`config.mk`:
```
export PLATFORM = sky130hd
export DESIGN_NAME = twos_to_signmag_serial
export DESIGN_NICKNAME = d
export VERILOG_FILES = /design/src/rtl/twos_to_signmag_serial_pkg.sv /design/src/rtl/full_adder.sv /design/src/rtl/twos_to_signmag_serial.sv
export SDC_FILE = /design/constraint.sdc
export NUM_CORES = 1
export LEC_CHECK = 0
export BUFFER_PORTS_ARGS = -buffer_cell sky130_fd_sc_hd__buf_2
export CAP_MARGIN = 5
export CORE_UTILIZATION = 50
export CTS_CLUSTER_DIAMETER = 30
export DETAILED_ROUTE_END_ITERATION = 7
export GPL_ROUTABILITY_DRIVEN = 0
export HOLD_SLACK_MARGIN = 0.08
export MAX_ROUTING_LAYER = met4
export PLACE_DENSITY = 0.72
export SLEW_MARGIN = 15
export SYNTH_ARGS = -nofsm -noshare
export SYNTH_HDL_FRONTEND = slang
export SYNTH_SLANG_ARGS = --single-unit
```
`constraint.sdc`:
```
create_clock -name clk -period 2.4 [get_ports clk]
set_input_delay 0.48 -clock clk [delete_from_list [all_inputs] [get_ports clk]]
set_output_delay 0.48 -clock clk [all_outputs]
set_load 0.03 [all_outputs]
```
`src/rtl/twos_to_signmag_serial_pkg.sv`:
```
// Shared definitions for the bit-serial two's-complement to sign-magnitude decoder.
// Holds the FSM state encoding and the step-counter width helper.
package twos_to_signmag_serial_pkg;

   typedef enum logic [1:0] {
      ST_IDLE  = 2'd0,
      ST_SHIFT = 2'd1,
      ST_DONE  = 2'd2
   } state_t;

   // Step counter must index 0..WIDTH-1.
   function automatic int cnt_width(input int width);
      return (width < 2) ? 1 : $clog2(width);
   endfunction

endpackage

```
`src/rtl/full_adder.sv`:
```
// Single-bit full adder cell shared across the team's serial arithmetic blocks.
module full_adder (
   input  logic A,
   input  logic B,
   input  logic Cin,
   output logic Y,
   output logic Cout
);

   assign Y    = A ^ B ^ Cin;
   assign Cout = (A & B) | (A & Cin) | (B & Cin);

endmodule

```
`src/rtl/twos_to_signmag_serial.sv`:
```
// Bit-serial two's-complement to sign-magnitude decoder: one word per WIDTH+2 cycles,
// magnitude rebuilt LSB-first through one full adder and a carry flop.
//
// state | meaning
// IDLE  | in_ready high, waiting for an input word
// SHIFT | WIDTH serial steps building |value| into res
// DONE  | out_valid high, holding out_sm/out_ovf until out_ready
module twos_to_signmag_serial
   import twos_to_signmag_serial_pkg::*;
#(
   parameter int WIDTH = 8
) (
   input  logic             clk,
   input  logic             reset,
   input  logic             in_valid,
   output logic             in_ready,
   input  logic [WIDTH-1:0] in_data,
   output logic             out_valid,
   input  logic             out_ready,
   output logic [WIDTH-1:0] out_sm,
   output logic             out_ovf
);

   localparam int CNT_W = cnt_width(WIDTH);
   localparam logic [CNT_W-1:0] LAST_STEP = CNT_W'(WIDTH - 1);

   state_t           state;
   logic [WIDTH-1:0] sr;
   logic [WIDTH-1:0] res;
   logic [WIDTH-1:0] res_next;
   logic [CNT_W-1:0] count;
   logic             sign;
   logic             carry;
   logic             fa_a;
   logic             fa_cin;
   logic             fa_sum;
   logic             fa_cout;

   // Negative words are inverted and incremented serially; positive words pass straight through.
   assign fa_a   = sign ? ~sr[0] : sr[0];
   assign fa_cin = sign & carry;

   full_adder u_fa (
      .A    (fa_a),
      .B    (1'b0),
      .Cin  (fa_cin),
      .Y    (fa_sum),
      .Cout (fa_cout)
   );

   assign res_next = {fa_sum, res[WIDTH-1:1]};
   assign in_ready = (state == ST_IDLE);

   always_ff @(posedge clk or posedge reset) begin
      if (reset) begin
         state     <= ST_IDLE;
         sr        <= '0;
         res       <= '0;
         count     <= '0;
         sign      <= 1'b0;
         carry     <= 1'b0;
         out_valid <= 1'b0;
         out_sm    <= '0;
         out_ovf   <= 1'b0;
      end else begin
         case (state)
            ST_IDLE: begin
               if (in_valid) begin
                  sr    <= in_data;
                  sign  <= in_data[WIDTH-1];
                  carry <= 1'b1;
                  count <= '0;
                  state <= ST_SHIFT;
               end
            end
            ST_SHIFT: begin
               sr    <= sr >> 1;
               res   <= res_next;
               carry <= fa_cout;
               count <= count + CNT_W'(1);
               if (count == LAST_STEP) begin
                  state     <= ST_DONE;
                  out_valid <= 1'b1;
                  // Only the most-negative input yields a magnitude with the top bit set.
                  if (sign && res_next[WIDTH-1]) begin
                     out_ovf <= 1'b1;
                     out_sm  <= '1;
                  end else begin
                     out_ovf <= 1'b0;
                     out_sm  <= {sign, res_next[WIDTH-2:0]};
                  end
               end
            end
            ST_DONE: begin
               if (out_ready) begin
                  out_valid <= 1'b0;
                  state     <= ST_IDLE;
               end
            end
            default: begin
               state     <= ST_IDLE;
               out_valid <= 1'b0;
            end
         endcase
      end
   end

endmodule

```
### Yosys cells after proc, flatten, opt, wreduce, memory -nomap -nowiden

Cells that the tools add are included.
W data, S select, Z words.

* register bits: 33
* input port bits: 12
* output and inout bits: 11
* word-level logic and storage cells: 45

* add/subtract/negate cells: 1
* equality and inequality tests: 6
* multiplexer cells: 16
* bitwise logic cells: 5
* reduce and logical (&&, ||, !) cells: 8

Operators by type and width (number)
* $mux W8: 2
* $pmux W8 S2: 1
* $mux W2: 3
* $ne A2 B2 Y1 const B: 3
* $pmux W2 S3: 1
* $pmux W3 S2: 1
* $reduce_and A2 Y1: 3
* $reduce_and A3 Y1: 2
* $mux W1: 5
* $add A3 B1 Y3 const B: 1
* $eq A3 B3 Y1 const B: 1
* $mux W3: 1
* $pmux W1 S3: 1
* $and A1 B1 Y1: 2
* $eq A2 B1 Y1 const B: 1
* $eq A2 B2 Y1 const B: 1
* $logic_not A2 Y1: 1
* $not A1 Y1: 2
* $pmux W1 S2: 1
* $reduce_bool A2 Y1: 1
* $logic_and A1 B1 Y1: 1
* $xor A1 B1 Y1: 1

### Longest topological paths before layout

Gate-level depths: netlist (run 1).

* depth after elaboration: 5
* depth in mapped cells: 6
* gate-level depth less buffers: 5

### Cells and area by module

A second synthesis (run 1) with hierarchy kept.

* cell total of the unflattened synthesis: 128
* area, all modules: 1507.7 um2

By module, submodules not included
* twos_to_signmag_serial: times used 1, cells each 127, area an instance 1487.7 um2, seq. area each 800.8 um2
* full_adder: times used 1, cells each 1, area an instance 20.0 um2, seq. area each 0.0 um2

### Worst setup path before layout (run 1)

Ideal clock, no wire load.

* path type: flip-flop to flip-flop
* from: reg sr[0]
* to: reg out_ovf
* library setup time: 0.125 ns
* arrival: 1.389 ns
* required time: 2.275 ns
* slack: 0.886 ns
* cell stages (with the launch flop): 6
* path buffers: 1
* period minus slack after synthesis: 1.514 ns
* cell sequence: dfrtp_1 > xor2_1 > ha_1 > and2_1 > clkbuf_1 > mux2_2

* longest elaborated chain between the ends: 5

Ends and longest elaborated chain
* from (decl): line twos_to_signmag_serial.sv:28 `logic [WIDTH-1:0] sr;`
* from (signal assigned): line twos_to_signmag_serial.sv:69 `sr <= in_data;`
* from (signal assigned): line twos_to_signmag_serial.sv:77 `sr <= sr >> 1;`
* $not A1 Y1: line twos_to_signmag_serial.sv:40 `assign fa_a = sign ? ~sr[0] : sr[0];`
* $mux W1 (*): line twos_to_signmag_serial.sv:40
* $xor A1 B1 Y1 (*): line full_adder.sv:10 `assign Y = A ^ B ^ Cin;`
* net fa_sum: line twos_to_signmag_serial.sv:36 `logic fa_sum;`
* $logic_and A1 B1 Y1 (*): line twos_to_signmag_serial.sv:85 `if (sign && res_next[WIDTH-1]) begin`
* $mux W1 (*): line twos_to_signmag_serial.sv:85
* to (signal assigned): line twos_to_signmag_serial.sv:64 `out_ovf <= 1'b0;`
* to (signal assigned): line twos_to_signmag_serial.sv:86 `out_ovf <= 1'b1;`
* to (signal assigned): line twos_to_signmag_serial.sv:89 `out_ovf <= 1'b0;`
* to (decl): line twos_to_signmag_serial.sv:21 `output logic out_ovf`

The timed path passes the listed nets; every way through them passes the cells marked *.
A chain may end at the register's enable or synchronous reset.

### Worst setup path in the final report (run 1)

* from: reg state[0]
* to: out in_ready

* longest elaborated chain between the ends: 1

Ends and longest elaborated chain
* from (decl): line twos_to_signmag_serial.sv:27 `state_t state;`
* from (signal assigned): line twos_to_signmag_serial.sv:56 `state <= ST_IDLE;`
* from (signal assigned): line twos_to_signmag_serial.sv:73 `state <= ST_SHIFT;`
* from (signal assigned): line twos_to_signmag_serial.sv:82 `state <= ST_DONE;`
* $logic_not A2 Y1: line twos_to_signmag_serial.sv:52 `assign in_ready = (state == ST_IDLE);`
* to (decl): line twos_to_signmag_serial.sv:16 `output logic in_ready,`

No other way between the ends.

==> results by group, run 1 <==
Outcome
  • Status: complete, no violations

Floorplan
  • Starting Density: 0.5477
  • Chip width: around 55 µm
  • Core Area: 2545 µm²
  • Die Height: 54.80 µm
  • Row cnt: 18
  • Die ar.: 3003 µm²
  • Top Ports: 23

Yosys
  • Seq/Total Area, Yosys: 0.5745
  • Total of warnings raised by yosys: 0
  • Mapped Cells: 127
  • Syn Area/Cell: 10.98 µm²
  • Dominant cell type by area after synthesis: dfrtp_1
  • Mapped Nets: about 140
  • Synth top area cells: dfrtp_1 (57%), mux2_2 (6.5%), o22ai_1 (6.3%), o21ai_0 (5.4%), a21oi_1 (3.6%)
  • Synth unique cells: 23
  • Post-synth top area share: 0.5745
  • Mapped Area: between 1000 and 1500 µm²
  • Synthesized flop and latch total: 32

Setup path
  • RR Endpoint: out_ovf$_DFFE_PP0P_
  • CP required: about 1.9 ns
  • Worst R2R Start: count[0]$_DFFE_PP0P_
  • Crit start category: flop
  • Critical Path Start: state[0]$_DFFE_PP0P_
  • Crit Path Class: reg -> out
  • R2r worst-path depth: 4
  • Crit path to: in_ready
  • Register-to-Register Setup Slack: 0.83 ns
  • Endpoint class of the critical path: primary output
  • Crit path DAT: roughly 1.2 ns
  • Crit-path max FO: 13

Timing
  • Final hold violation count: 0
  • Final Critical Period: 1.697 ns
  • Setup TNS: 0 ns
  • Peak Freq: roughly 600 MHz
  • Slew at the pin with the worst max-slew slack: 0.4143 ns
  • Period utilization: 0.7072
  • RSZ-0062 raised after global routing: no
  • Worst clock skew: 0.005132 ns
  • Slew Limit Fails: 0
  • Max-slew headroom: 0.7238
  • Finish-stage setup viols: 0

Clock network
  • Clock latency on the worst-skew pair: 0.33 ns
  • Number of buffers inserted by hold repair at cts: 0
  • Root Driver: clkbuf_4
  • Deepest clock path buffer count: 2
  • Cts bufs inserted: 5
  • CTS sink count: 32
  • Cts repair resizes: 0
  • H-tree depth: 2
  • CTS clk-pin slew, worst paths: 0.10 ns
  • Setup Buffers After CTS: 0
  • TritonCTS clock tree: built

Power and ir drop
  • LEAKAGE: 0.0007286 µW
  • Clock share of power: 0.147
  • Overall Power: 2206 µW
  • Maximum VDD drop: 953.9 µV
  • Sw Share: 0.4045
  • Comb power frac: 0.410
  • Int Power: 1314 µW
  • Pwr dens: approximately 1400 nW/µm²
  • Sequential share of power: 0.444
  • Switching power: 892.2 µW

Min path
  • Hold Crit Class: in -> async

Place
  • Buffers added on ports: 22
  • Detail Placement HPWL: 1696 µm
  • Placed insts: between 150 and 200

Final layout
  • P&R area growth vs syn: 11.58%
  • Final std cells w/o fill: 180
  • Fin nets: 164
  • Share of cells above drive strength 1: 0.2800
  • Ant. Diodes: 0

Run
  • Max-cap violations: 0

Global route
  • Tot GR Track Use: 0.2129
  • Largest net degree at the start of global routing: 33
  • Vias in the first global route: 959
  • First-pass GRT wire length: 4236 µm
  • Initial antenna violation count: 0
  • Remaining global-route overflow: 0

Detailed routing
  • DRC Markers: 0
  • DR pass1 iterations: 4
  • Wirelength, routed: 2476 µm
  • Iter 0 DRT Violations: 18
  • Via/cell ratio: roughly 5.7
  • Routed len/inst: 13.76 µm
  • Post-route ant nets: 0
  • Via count: 1025
==> layout by cell type (no fill, tap or decap) <==
master	netlist	routed
and2_1	2	2
buf_4	0	1
dfrtp_1	32	32
buf_2	2	22
ha_1	3	3
o31ai_1	1	1
clkbuf_4	0	5
nand2b_1	1	1
a22o_1	2	2
clkbuf_8	0	1
inv_1	2	2
nand2b_4	1	1
xor2_1	1	1
nor2b_1	1	1
o22ai_1	14	14
nand2_1	8	8
nand3b_2	1	1
a21oi_1	10	10
clkinv_1	2	2
mux2_2	8	8
nand3_1	1	1
mux2_4	1	1
o21ai_0	15	15
clkinv_2	0	2
nor2_1	13	13
==> how the worst min path moves through the flow <==
stage / from / to / cells past startpoint
final: reset / sr[2]$_DFFE_PP0P_ / 3
after detailed placement: out_sm[3]$_DFFE_PP0P_ / out_sm[3]$_DFFE_PP0P_ / 2
after CTS: reset / sr[2]$_DFFE_PP0P_ / 3
after floorplan: count[0]$_DFFE_PP0P_ / count[0]$_DFFE_PP0P_ / 1
after global placement: out_sm[0]$_DFFE_PP0P_ / out_sm[0]$_DFFE_PP0P_ / 2
after global routing: reset / sr[2]$_DFFE_PP0P_ / 3
==> layout make-up <==
cell class | instances | area [µm²]
clock buffers | 6 | 51.30
clock inverters | 2 | 10.01
fillers | 236 | 989.7
inverters | 4 | 15.01
multi-input cells | 83 | 523.0
flip-flops and latches | 32 | 800.8
well taps | 30 | 37.54
repair buffers | 23 | 117.6
==> cell families (layout without fill, tap and decap cells) <==
| logic type | count (synthesis) | after routing | synth area share |
|---|---|---|---|
| DFF | 32 | 32 | 0.5745 |
| buffers and inverters | 12 | 35 | 0.05027 |
| AOI/OAI and AO/OA | 42 | 42 | 0.1706 |
| muxes | 9 | 9 | 0.07540 |
| xor gates and xnor gates | 1 | 1 | 0.006285 |
| adders and majority gates | 3 | 3 | 0.02693 |
| and+or+nand+nor | 28 | 28 | 0.09605 |
==> routing by layer <==
layer / vias to the layer above / track usage / wire [µm]
li1: 496 / - / -
met1: 497 / 0.2709 / 1209
met2: 26 / 0.3112 / 1099
met3: 6 / 0.06389 / 125
met4: 0 / 0.09402 / 41
met5: - / - / 0
==> flip-flops by register name, indices dropped and copies added, names as in the netlist, 2 cells and up <==
register,flops
sr,8
state,2
res,7
out_sm,8
count,3
==> Yosys cell counts <==
cell      count
nor2b_1       1
xor2_1        1
buf_2         2
o21ai_0      15
dfrtp_1      32
mux2_2        8
and2_1        2
clkinv_1      2
o31ai_1       1
a21oi_1      10
nand2b_1      1
o22ai_1      14
a22o_1        2
buf_6         3
nand3_1       1
nand3b_2      1
clkbuf_1      3
ha_1          3
nand2_1       8
inv_1         2
nor2_1       13
mux2_4        1
nand2b_4      1
==> worst max-delay path, stage by stage, from the launching register on <==
cell and delay (ns):
dfrtp_1 0.54, nor2_1 0.15, buf_2 0.20
==> per-stage QoR <==
step | cell area (µm²) | utilization | worst slack, ns | hold WS (ns)
after floorplan | 1394 | - | 0.8862 | 0.4576
after global placement | 1494 | 0.5870 | 0.8771 | 0.4649
after detailed placement | 1494 | 0.5870 | 0.8314 | 0.4660
after CTS | 1555 | 0.6111 | 0.6838 | 0.2094
after global routing | 1555 | 0.6111 | 0.6039 | 0.2376
final | 1555 | 0.6111 | 0.7027 | 0.2031
==> power by group through the flow <==
stage / Clock (µW) / Combinational [µW] / Sequential [µW]
2_1_floorplan: 0 / 640 / 1080
3_3_place_gp: 0 / 882 / 980
3_5_place_dp: 0 / 909 / 995
4_1_cts: 334 / 914 / 980
5_1_grt: 364 / 1020 / 1020
6_report: 324 / 903 / 978
No activity file was read; power rests on OpenSTA's default activity.
==> run 2: changes to the inputs <==
ABC_AREA = 1   (was not set)
CORE_UTILIZATION = 49   (was 50)
PLACE_DENSITY = 0.74   (was 0.72)
clock period = 1.55 ns   (was 2.4 ns; I/O delays follow)
==> run 2 against run 1 <==
Compared with the run above: first-iteration DRC count rose to 2.7 times the previous value; clock-buffer cell count did not move; final cell count rose by 29%; clock skew rose by 0.0025 ns; critical path depth did not move; die area rose by 3.5%; sequential share of layout area fell by 3.0 points; register-to-register slack got worse by 0.72 ns; via count rose by 13%; combinational power rose by 73%; critical endpoint unchanged; largest power group is now combinational cells.
==> results by group, run 2 <==
Outcome
  • Status: complete, no violations

Timing
  • RSZ-0062 raised after global routing: no
  • Setup ws final: 0.05311 ns
  • Final hold violation count: 0
  • Slew Limit Fails: 0
  • Slew at the pin with the worst max-slew slack: a little under 0.4 ns
  • Period utilization: 0.9657
  • Final Critical Period: about 1.5 ns
  • Max-slew headroom: 0.7366
  • Setup TNS: 0 ns
  • Worst clock skew: 0.007615 ns
  • WHS: 0.1781 ns
  • Peak Freq: around 670 MHz
  • Finish-stage setup viols: 0

Yosys
  • Mapped Nets: between 150 and 200
  • Total of warnings raised by yosys: 0
  • Asr flop ratio synth: 1.000
  • Synth unique cells: 19
  • Synthesized flop and latch total: 32
  • Count leader, synth: nand2_1
  • Syn Area/Cell: 8.423 µm²
  • Mapped Cells: 168
  • Seq/Total Area, Yosys: 0.5659
  • Post-synth EDFFs: 0
  • Dominant cell type by area after synthesis: dfrtp_1
  • Post-synth top area share: 0.5659
  • Commonest cells post-synth: nand2_1 (88), dfrtp_1 (32), o21ai_0 (12), inv_1 (9), nand3_1 (7)
  • Synth Flop Type: dfrtp_1
  • Mapped Area: 1415 µm²
  • Synth top area cells: dfrtp_1 (57%), nand2_1 (23%), o21ai_0 (4.2%), ha_1 (2.7%), nand3_1 (2.5%)

Setup path
  • Critical Path Start: state[1]$_DFFE_PP0P_
  • Crit Path Class: reg -> out
  • Register-to-Register Setup Slack: around 0.11 ns
  • Worst R2R Start: sign$_DFFE_PP0P_
  • Endpoint class of the critical path: primary output
  • Crit start category: flop
  • CP required: 1.24 ns
  • Crit-path max FO: 4
  • R2r worst-path depth: 6
  • RR Endpoint: out_sm[4]$_DFFE_PP0P_
  • Crit path DAT: about 1.2 ns

Floorplan
  • Top Ports: 23
  • Row cnt: 19
  • Chip width: about 56 µm
  • Die Height: 55.74 µm
  • Die ar.: 3107 µm²
  • Starting Density: 0.5132
  • Core Area: 2758 µm²

Place
  • Buffers added on ports: 22
  • Placed Area: 1573 µm²
  • Detail Placement HPWL: approximately 1900 µm
  • Worst setup slack after placement: 0.05016 ns

Final layout
  • Fin nets: between 200 and 250
  • Ant. Diodes: 0
  • Final non-filler cell area: approximately 1700 µm²
  • P&R area growth vs syn: 17.15%
  • Regs by FF count: out_sm x8, sr x8, res x7
  • Most frequent cells in the layout: nand2_1 (88), dfrtp_1 (29), buf_2 (21)
  • Share of cells above drive strength 1: 0.2388
  • Most common cell after layout, fill and taps aside: nand2_1

Clock network
  • H-tree depth: 2
  • TritonCTS clock tree: built
  • CTS sink count: 32
  • Root Driver: clkbuf_4
  • Cts bufs inserted: 5
  • CTS clk-pin slew, worst paths: 0.10 ns
  • Deepest clock path buffer count: 2
  • Clock latency on the worst-skew pair: 0.33 ns

Detailed routing
  • Wirelength, routed: about 2600 µm
  • Routed len/inst: 11.26 µm
  • Via count: 1163
  • DR pass1 iterations: 4
  • DRC Markers: 0
  • Iter 0 DRT Violations: 49
  • Post-route ant nets: 0
  • Via/cell ratio: around 5.0

Global route
  • First-pass GRT wire length: 4816 µm
  • Largest net degree at the start of global routing: 33
  • Remaining global-route overflow: 0
  • Initial antenna violation count: 0
  • Tot GR Track Use: 0.2054
  • Vias in the first global route: 1113

Power and ir drop
  • Pwr dens: 2109 nW/µm²
  • Maximum VDD drop: 1480 µV
  • LEAKAGE: ~0.00096 µW
  • Overall Power: 3496 µW

Min path
  • Endpoint, Worst Hold: state[1]$_DFFE_PP0P_
  • HP Start: out_ready
  • Hold Crit Class: in -> reg
  • Hold Path Cell Cnt: 2

Run
  • Max-cap violations: 0
==> run 2: cell types whose count changed after synthesis, moves of 3 or more <==
| cell | previous run | this run |
|---|---|---|
| clkbuf_1 | 3 | 0 |
| inv_1 | 2 | 9 |
| nand2_1 | 8 | 88 |
| mux2_2 | 8 | 0 |
| nand3_1 | 1 | 7 |
| o21ai_0 | 15 | 12 |
| nor2_1 | 13 | 2 |
| o22ai_1 | 14 | 0 |
| a21oi_1 | 10 | 1 |
==> run 2: metrics by stage <==
step	std cells	utilization
global placement	222	0.5703
finish	232	0.6012
detailed placement	222	0.5703
floorplan	168	-
CTS	232	0.5994
global route	232	0.6012
==> run 2: worst max path at each step <==
stage                                  endpoint  cells after the start
final                                  in_ready                      2
after floorplan                sign$_DFFE_PP0P_                      5
after global placement    out_sm[5]$_DFFE_PP0P_                      6
after detailed placement  out_sm[5]$_DFFE_PP0P_                      6
after CTS                 out_sm[5]$_DFFE_PP0P_                      6
after global routing                   in_ready                      2
==> run 2: report_power, final <==
part,leakage (µW),switching (µW),total [µW],internal [µW]
clock,0.0000380,281,497,216
combinational,0.000522,1020,1560,539
sequential,0.000404,228,1440,1210
total,0.000964,1530,3500,1970
==> run 2: metal layers <==
metal | wire, µm | share of wire | vias to the layer above | track usage
met3 | 114 | 0.044 | 8 | 0.05116
met5 | 0 | 0 | - | -
met1 | 1261 | 0.48 | 540 | 0.2570
li1 | - | - | 588 | -
met2 | 1176 | 0.45 | 27 | 0.3167
met4 | 59 | 0.023 | 0 | 0.09286
==> run 2: worst max-delay path, cell delays in order (launching register included) <==
cell      delay [ns]
dfrtp_2         0.47
nor2_1          0.17
clkbuf_4        0.22
==> run 2: logic make-up (layout without fill, tap and decap cells) <==
kind of cell,Yosys count,after routing,synth area share
AO/OA/AOI/OAI,16,16,0.06366
XOR/XNOR,1,1,0.006190
adder cells (fa/ha/maj),3,3,0.02653
buffers and inverters,15,48,0.04952
flip-flops,32,32,0.5659
AND/OR/NAND/NOR,101,101,0.2882
==> run 2: layout make-up <==
cell class                 count  area, µm²
multi-input combinational    121      544.3
sequential                    32      804.5
clock buffer                   6      51.30
clock inverter                 2      10.01
timing repair buffer          29      167.7
fill                         241       1100
tap                           31      38.79
inverter                      11      41.29
==> run 2: timing repair <==
action,in CTS,in global routing
endpoints found under the setup margin,1,8
hold endpoints to repair,32,0
gates cloned,0,0
hold buffers,1,0
pin swaps,0,0
buffers inserted,1,0
resized for setup,1,11
